$ cat config.mk
export PLATFORM = sky130hd
export DESIGN_NAME = ascii2nt_stream
export DESIGN_NICKNAME = d
export VERILOG_FILES = /design/src/rtl/ascii2nt_pkg.sv /design/src/rtl/ascii2nt_stream_lane_decode.sv /design/src/rtl/ascii2nt_stream.sv
export SDC_FILE = /design/constraint.sdc
export NUM_CORES = 1
export LEC_CHECK = 0
export ABC_AREA = 1
export CAP_MARGIN = 30
export CORE_UTILIZATION = 55
export DETAILED_ROUTE_END_ITERATION = 8
export GPL_TIMING_DRIVEN = 0
export HOLD_SLACK_MARGIN = 0.02
export PLACE_DENSITY = 0.83
export SLEW_MARGIN = 20
export SYNTH_ARGS = -nofsm -noshare
export SYNTH_HDL_FRONTEND = slang
export SYNTH_HIERARCHICAL = 1
export SYNTH_SLANG_ARGS = --single-unit
$ cat constraint.sdc
create_clock -name clk -period 15.9 [get_ports clk]
set_clock_uncertainty 0.1 [all_clocks]
set_input_delay 3.18 -clock clk [delete_from_list [all_inputs] [get_ports clk]]
set_output_delay 3.18 -clock clk [all_outputs]
set_load 0.05 [all_outputs]
$ cat src/rtl/ascii2nt_pkg.sv
// Shared types for the ASCII-to-nucleotide stream: 3-bit nt codes, complement, sequence FSM states.
// Optional invalid-byte flagging is enabled by defining ASCII2NT_BAD_EN.
package ascii2nt_pkg;

    typedef logic [2:0] nt_t;

    localparam nt_t NT_N = 3'd0;
    localparam nt_t NT_A = 3'd1;
    localparam nt_t NT_C = 3'd2;
    localparam nt_t NT_G = 3'd3;
    localparam nt_t NT_T = 3'd4;

    typedef enum logic {
        SEQ_START = 1'b0,
        SEQ_BODY  = 1'b1
    } seq_state_t;

    function automatic nt_t nt_comp(input nt_t c);
        nt_t r;
        case (c)
            NT_A:    r = NT_T;
            NT_C:    r = NT_G;
            NT_G:    r = NT_C;
            NT_T:    r = NT_A;
            default: r = NT_N;
        endcase
        return r;
    endfunction

endpackage

$ cat src/rtl/ascii2nt_stream_lane_decode.sv
// One-lane ASCII byte to nt code decoder; bad-byte flag exists only with ASCII2NT_BAD_EN.
// Purely combinational, no latency, no flow control.
module nt_lane_decode
    import ascii2nt_pkg::*;
(
    input  logic [7:0] i_byte,
    output nt_t        o_nt
`ifdef ASCII2NT_BAD_EN
    ,
    output logic       o_bad
`endif
);

    always_comb begin
        case (i_byte)
            "A", "a": o_nt = NT_A;
            "C", "c": o_nt = NT_C;
            "G", "g": o_nt = NT_G;
            "T", "t": o_nt = NT_T;
            default:  o_nt = NT_N;
        endcase
    end

`ifdef ASCII2NT_BAD_EN
    always_comb begin
        case (i_byte)
            "A", "a", "C", "c", "G", "g", "T", "t", "N", "n": o_bad = 1'b0;
            default:                                          o_bad = 1'b1;
        endcase
    end
`endif

endmodule

$ cat src/rtl/ascii2nt_stream.sv
// Multi-lane ASCII to nt converter with per-beat reverse-complement and per-sequence len/N counters (ASCII2NT_BAD_EN adds out_bad).
// Latency: 1 cycle from acceptance to out_valid with an empty buffer; 1 beat/cycle sustained.
// Backpressure: 2-entry output buffer; registered in_ready drops when both entries are occupied.
module ascii2nt_stream
    import ascii2nt_pkg::*;
#(
    parameter int LANES = 4,
    parameter int LEN_W = 16
) (
    input  logic                 clk,
    input  logic                 rst_n,
    input  logic                 in_valid,
    output logic                 in_ready,
    input  logic [8*LANES-1:0]   in_ascii,
    input  logic [LANES-1:0]     in_keep,
    input  logic                 in_last,
    input  logic                 rc,
    output logic                 out_valid,
    input  logic                 out_ready,
    output logic [3*LANES-1:0]   out_nt,
    output logic [LANES-1:0]     out_keep,
    output logic                 out_last,
    output logic [LEN_W-1:0]     out_len,
    output logic [LEN_W-1:0]     out_ncount,
    output logic [LANES-1:0]     out_bad
);

    localparam int KW = $clog2(LANES + 1);

    typedef struct packed {
        logic [3*LANES-1:0] nt;
        logic [LANES-1:0]   keep;
        logic               last;
        logic [LEN_W-1:0]   len;
        logic [LEN_W-1:0]   ncount;
        logic [LANES-1:0]   bad;
    } entry_t;

    seq_state_t       r_state, w_state_nxt;
    logic             r_rc_q, w_seq_start, w_rc_eff;
    logic             r_in_ready, w_push, w_pop;
    logic [1:0]       r_cnt, w_cnt_nxt;
    logic             r_wr, r_rd;
    entry_t           r_buf [2];
    entry_t           w_entry;
    logic [LEN_W-1:0] r_len, r_nc, w_len_base, w_nc_base;
    logic [LEN_W:0]   w_len_sum, w_nc_sum;
    logic [KW-1:0]    w_k, w_nn;
    logic [3*LANES-1:0] w_nt;
    logic [LANES-1:0] w_keep, w_lane_bad;
    nt_t              w_code [LANES];
`ifdef ASCII2NT_BAD_EN
    logic [LANES-1:0] w_bad;
`endif

    for (genvar g = 0; g < LANES; g++) begin : g_lane
        nt_lane_decode u_dec (
            .i_byte (in_ascii[8*g +: 8]),
            .o_nt   (w_code[g])
`ifdef ASCII2NT_BAD_EN
            ,
            .o_bad  (w_bad[g])
`endif
        );
    end

    assign w_push   = in_valid && r_in_ready;
    assign w_pop    = (r_cnt != 2'd0) && out_ready;
    assign in_ready = r_in_ready;

    always_ff @(posedge clk) begin
        if (!rst_n) r_state <= SEQ_START;
        else        r_state <= w_state_nxt;
    end

    always_comb begin
        w_state_nxt = r_state;
        if (w_push) begin
            case (r_state)
                SEQ_START: if (!in_last) w_state_nxt = SEQ_BODY;
                SEQ_BODY:  if (in_last)  w_state_nxt = SEQ_START;
                default:   w_state_nxt = SEQ_START;
            endcase
        end
    end

    // A first beat uses the live rc; later beats reuse the value latched on the first.
    always_comb begin
        w_seq_start = (r_state == SEQ_START);
        w_rc_eff    = w_seq_start ? rc : r_rc_q;
    end

    always_comb begin
        w_k = '0;
        for (int i = 0; i < LANES; i++) w_k = w_k + KW'(in_keep[i]);
    end

    always_comb begin
        w_nt       = '0;
        w_keep     = '0;
        w_nn       = '0;
        w_lane_bad = '0;
        for (int i = 0; i < LANES; i++) begin
            if (KW'(i) < w_k) begin
                w_keep[i] = 1'b1;
                if (w_code[i] == NT_N) w_nn = w_nn + KW'(1);
                for (int j = 0; j < LANES; j++) begin
                    if (w_rc_eff ? (KW'(j) == w_k - KW'(i + 1)) : (j == i)) begin
                        w_nt[3*i +: 3] = w_rc_eff ? nt_comp(w_code[j]) : w_code[j];
`ifdef ASCII2NT_BAD_EN
                        w_lane_bad[i]  = w_bad[j];
`endif
                    end
                end
            end
        end
    end

    always_comb begin
        w_len_base = w_seq_start ? '0 : r_len;
        w_nc_base  = w_seq_start ? '0 : r_nc;
        w_len_sum  = {1'b0, w_len_base} + (LEN_W+1)'(w_k);
        w_nc_sum   = {1'b0, w_nc_base} + (LEN_W+1)'(w_nn);
        w_entry.nt     = w_nt;
        w_entry.keep   = w_keep;
        w_entry.last   = in_last;
        w_entry.len    = w_len_sum[LEN_W] ? '1 : w_len_sum[LEN_W-1:0];
        w_entry.ncount = w_nc_sum[LEN_W]  ? '1 : w_nc_sum[LEN_W-1:0];
        w_entry.bad    = w_lane_bad;
    end

    always_comb begin
        w_cnt_nxt = r_cnt;
        if (w_push && !w_pop)      w_cnt_nxt = r_cnt + 2'd1;
        else if (w_pop && !w_push) w_cnt_nxt = r_cnt - 2'd1;
    end

    always_ff @(posedge clk) begin
        if (!rst_n) begin
            r_buf[0]   <= '0;
            r_buf[1]   <= '0;
            r_wr       <= 1'b0;
            r_rd       <= 1'b0;
            r_cnt      <= 2'd0;
            r_in_ready <= 1'b0;
            r_len      <= '0;
            r_nc       <= '0;
            r_rc_q     <= 1'b0;
        end else begin
            if (w_push) begin
                r_buf[r_wr] <= w_entry;
                r_wr        <= ~r_wr;
                r_len       <= w_entry.len;
                r_nc        <= w_entry.ncount;
                if (w_seq_start) r_rc_q <= rc;
            end
            if (w_pop) r_rd <= ~r_rd;
            r_cnt      <= w_cnt_nxt;
            r_in_ready <= (w_cnt_nxt != 2'd2);
        end
    end

    assign out_valid  = (r_cnt != 2'd0);
    assign out_nt     = r_buf[r_rd].nt;
    assign out_keep   = r_buf[r_rd].keep;
    assign out_last   = r_buf[r_rd].last;
    assign out_len    = r_buf[r_rd].len;
    assign out_ncount = r_buf[r_rd].ncount;
    assign out_bad    = r_buf[r_rd].bad;

endmodule

### After elaboration in Yosys (flattened, before gate mapping)

Memories as Yosys holds them, arrays and structs flattened. A register that Yosys moved wholly into a read port is not among the register bits.
Cells that the tools add are included.

* flip-flop bits (word level): 39
* bits in writable memories: 98
* word-level logic and storage cells: 199
* memories: 1

* add/subtract/negate cells: 14
* order comparisons: 4
* equal/unequal tests: 61
* muxes and demuxes: 77
* bitwise gates (word level): 2
* reduce and logical (&&, ||, !) cells: 32

Memories
* r_buf: words 2, width 49, read ports 1, clocked after Yosys merged registers in 1, wr ports 2, line ascii2nt_stream.sv:44 `entry_t r_buf [2];`

Operators by type and width (count)
* $eq A8 B7 Y1 const B: 32
* $pmux W3 S4: 8
* $mux W3: 30
* $mux W16: 4
* $mux W49: 1
* $reduce_or A49 Y1: 1
* $add A16 B3 Y17: 2
* $mux W1: 32
* $reduce_or A2 Y1: 16
* $eq A2 B3 Y1 const A: 8
* $eq A3 B2 Y1 const B: 8
* $logic_not A3 Y1: 8
* $eq A1 B3 Y1 const A: 4
* $eq A3 B1 Y1 const B: 4
* $eq A3 B3 Y1 const B: 4
* $add A3 B1 Y3 const B: 3
* $lt A1 B3 Y1 const A: 2
* $lt A2 B3 Y1 const A: 2
* $sub A3 B2 Y3 const B: 2
* $logic_and A1 B1 Y1: 4
* $mux W2: 2
* $add A2 B1 Y3: 1
* $add A3 B1 Y3: 1
* $sub A3 B1 Y3 const B: 1
* other kinds (8): 10

### Longest topological paths before layout

* depth after elaboration: 18
* depth in mapped cells: 30

### Hierarchy

Netlist, hierarchy kept.

By module, submodules not included
* ascii2nt_stream: instances 1, cells each 998, area an instance 8231.6 µm², seq. area each 3743.6 µm²
* nt_lane_decode: instances 4, cells each 14, area an instance 66.3 µm², seq. area each 0.0 µm²

### Worst setup path after synthesis

Ideal clock, no wire load.

* kind: input-to-reg
* start: input in_keep[0]
* end: memory r_buf[0][12] (netlist bit) (data pin)
* setup time: 0.250 ns
* arrival: 7.048 ns
* required time: 15.550 ns
* setup slack: 8.502 ns
* stages: 26
* cells stage by stage: fa_1 -> ha_1 -> inv_1 -> ha_1 -> inv_1 -> nor2_1 -> inv_1 -> nand3_1 -> inv_1 -> ha_1 -> o21ai_1 -> inv_1 -> ha_1 -> o21ai_1 -> inv_1 -> ha_1 -> o21ai_1 -> fa_1 -> inv_1 -> nand2_1 -> a21oi_1 -> nand3_1 -> nand2_1 -> nand3_2 -> nand2_1 -> inv_1

RTL lines
* from (decl): line ascii2nt_stream.sv:15 `input logic [LANES-1:0] in_keep,`
* to (decl): line ascii2nt_stream.sv:44

==> qor.yml <==
global_route:
  grt_util_all_layers: 0.284
  grt_pass1_wl_um: 35100
  grt_max_degree: 50
  gr-total-overflow: 0
  antenna_found_initial: 0
  grt_pass1_vias: 7259
setup_path:
  required_ns: 16.08
  cpMostUsedCell: "inv_1"
  cpPeakStageDelay_ns: 0.48
  slowest_stage: "fa_1"
  r2r_slack_ns: 12.61
  critPathLaunchType: "input pin"
  path_max_fanout: 10
  reg2regPathDepth: 19
  worstReg2RegEnd: "r_buf[0][7]"
  crit_path_end_kind: "flip-flop"
  critPathArrivalTime_ns: 8.53
  path_class: "in -> reg"
  worstReg2RegStart: "r_state"
yosys:
  ys_seq_area_frac: 0.441
  synth_top_area_share: 0.346
  ys_types: 42
  synth_area_um2: 8500
  synth_top_cell_by_area: "edfxtp_1"
  ys_warn_count: 6
  yosys-top-cells-area: "edfxtp_1 35%, dfxtp_1 9.4%, nand2_1 8.9%, nor2_1 7.2%, mux2_2 6.5%"
  avgSynthCellArea_um2: 8.06
  synth_seq_cells: 138
  syn_inst: 1054
power_and_ir_drop:
  leakagePower_uw: 0.00450
  powerDensity_nw_per_um2: 135
  vdd_drop_max_v: 0.000110
  power_uw: 1380
floorplan:
  ios: 97
  std_cell_rows: 45
  start_util: 0.561
  core_um2: 15100
  die_w_um: 126
  die_y_um: 126
  die-area_um2: 16000
finish:
  fin_area_um2: 10200
  n_antenna_cell: 0
  drive_gt1_frac: 0.140
  final_util: 0.672
  fillers: 1238
  syn_to_final_growth_pct: 19.9
  fin_nets: 1224
drt:
  dr.pass1.iters: 5
  drt-total-wl_um: 21800
  vias: 7578
  drt_iter0_markers: 780
  drc: 0
  post_drt_via_cell_ratio: 5.56
  ant_nets: 0
  wl_per_cell_um: 16.0
clock_network:
  clk_pin_slew_ns: 0.06
  postCtsSetupRepairBufs: 0
  htreeDepth: 4
  numClockSinks: 138
  cts_tree: "done"
  numCtsBuffers: 17
  ctsHoldBuffers: 0
  cts_resized: 0
  clockRootBuffer: "clkbuf_16"
  clockBufferDepth: 2
  clk-insertion-delay-late_ns: 0.42
worst_hold_path:
  hold_class: "reg -> reg"
  min-delay-start: "r_nc[2]"
  hold_end: "r_nc[2]"
  hold_depth: 2
timing:
  min_period_ns: 8.36
  fin_tns_setup_ns: 0
  rsz0062_at_grt: "no"
  hold_violations: 0
  period_share: 0.526
  max_freq_mhz: 120
  finalSetupViolCount: 0
  drv_slew: 0
  max-slew-margin-rel: 0.376
  worst_pin_slew_ns: 0.936
place:
  place_area_um2: 9630
  port_buffers: 87
  gp_congestion: 0.962
  hpwl_um: 15600
run_status:
  status: "complete, no violations"
run:
  max_cap_violations: 0
-- cell usage after synthesis, drive strengths merged --
cell type  count
or2            2
o221ai         1
buf           36
mux2          49
nor2         177
fa             3
inv          149
nand2        212
xnor2          3
nor3          17
dfxtp         40
ha            16
nand3b         4
o211ai         7
nand3        106
and2           2
edfxtp        98
o21bai         7
xor2           8
clkbuf         8
conb           1
o21ai         41
a21oi         41
clkinv         2
nand4         24
-- how the worst max path moves through the flow --
stage / to / startpoint / slack [ns] / cells past startpoint
global placement: r_buf[1][5] / in_keep[0] / 7.39 / 29
detailed placement: r_buf[0][7] / in_keep[0] / 7.21 / 29
CTS: r_buf[0][7] / in_keep[0] / 7.63 / 29
finish: r_buf[0][7] / in_keep[0] / 7.54 / 29
global route: r_nc[4] / in_keep[0] / 7.21 / 27
floorplan: r_buf[0][12] / in_keep[0] / 8.50 / 26
-- layout make-up --
cell class | count | area [um^2] | area share
Timing Repair Buffer | 87 | 871 | 0.0855
Clock buffer | 20 | 458 | 0.0450
Multi-Input combinational cell | 724 | 3920 | 0.385
Buffer | 44 | 295 | 0.0290
Tap cell | 188 | 235 | 0.0231
Clock inverter | 12 | 97.6 | 0.00958
Sequential cell | 138 | 3740 | 0.368
Inverter | 151 | 567 | 0.0557
-- metal layers --
layer / vias up / routed length, um / global-route usage
met3: 37 / 1650 / 0.0485
met5: - / 0 / 0
met1: 3543 / 9310 / 0.375
met4: 0 / 420 / 0.115
li1: 3678 / - / -
met2: 320 / 10400 / 0.465
-- placed cells by master, fill, tap and decap left out, types with 4 or more instances in the layout --
cell,instances
buf_2,13
mux2_2,49
nand4_1,24
nor2_2,13
conb_1,4
clkbuf_1,10
o21ai_1,9
dfxtp_1,40
buf_1,5
o211ai_1,6
clkdlybuf4s50_1,87
nand2_1,200
inv_2,9
clkbuf_16,18
nor3_1,14
inv_1,140
o21ai_0,31
ha_1,16
xor2_1,8
a21oi_1,39
nand2_2,8
buf_4,8
nand2_4,4
o21bai_1,7
buf_6,9
clkinv_2,6
edfxtp_1,98
nand3_2,12
nand3_1,94
nand3b_1,4
nor2_1,163
-- sequential cells by signal, summed over array words and instances, names as in the netlist, named ones only --
| name | flops |
|---|---|
| r_wr | 1 |
| r_state | 1 |
| r_rc_q | 1 |
| r_len | 16 |
| in_ready | 1 |
| r_rd | 1 |
| r_nc | 16 |
| r_buf | 98 |
| r_cnt | 2 |
-- cell families (layout without fill, tap and decap cells) --
group / count (synthesis) / after routing / share of synthesized area
AOI/OAI and AO/OA: 97 / 97 / 0.0645
xor gates and xnor gates: 11 / 11 / 0.0113
adders and majority gates: 19 / 19 / 0.0306
buffers and inverters: 195 / 314 / 0.101
DFF: 138 / 138 / 0.441
muxes: 49 / 49 / 0.0649
other: 1 / 4 / 0.000441
and+or+nand+nor: 544 / 544 / 0.286
-- critical path, delay by kind of cell --
| kind | cells | cell delay [ns] |
|---|---|---|
| AO/OA/AOI/OAI | 3 | 0.57 |
| adder cells (fa/ha/maj) | 7 | 2.20 |
| buffers and inverters | 10 | 1.30 |
| AND/OR/NAND/NOR | 9 | 1.27 |
-- where the power goes --
group / switching (uW) / internal (uW)
logic: 360 / 184
clock network: 154 / 223
registers: 26.2 / 433
-- stage by stage --
stage                     worst slack (ns)  instances  hold slack [ns]
final                                 7.54       1364            0.403
after global routing                  7.21       1364            0.429
after CTS                             7.63       1364            0.405
after detailed placement              7.21       1332            0.386
after global placement                7.39       1332            0.381
after floorplan                       8.50       1057            0.368
(Power assumes the default switching activity.)
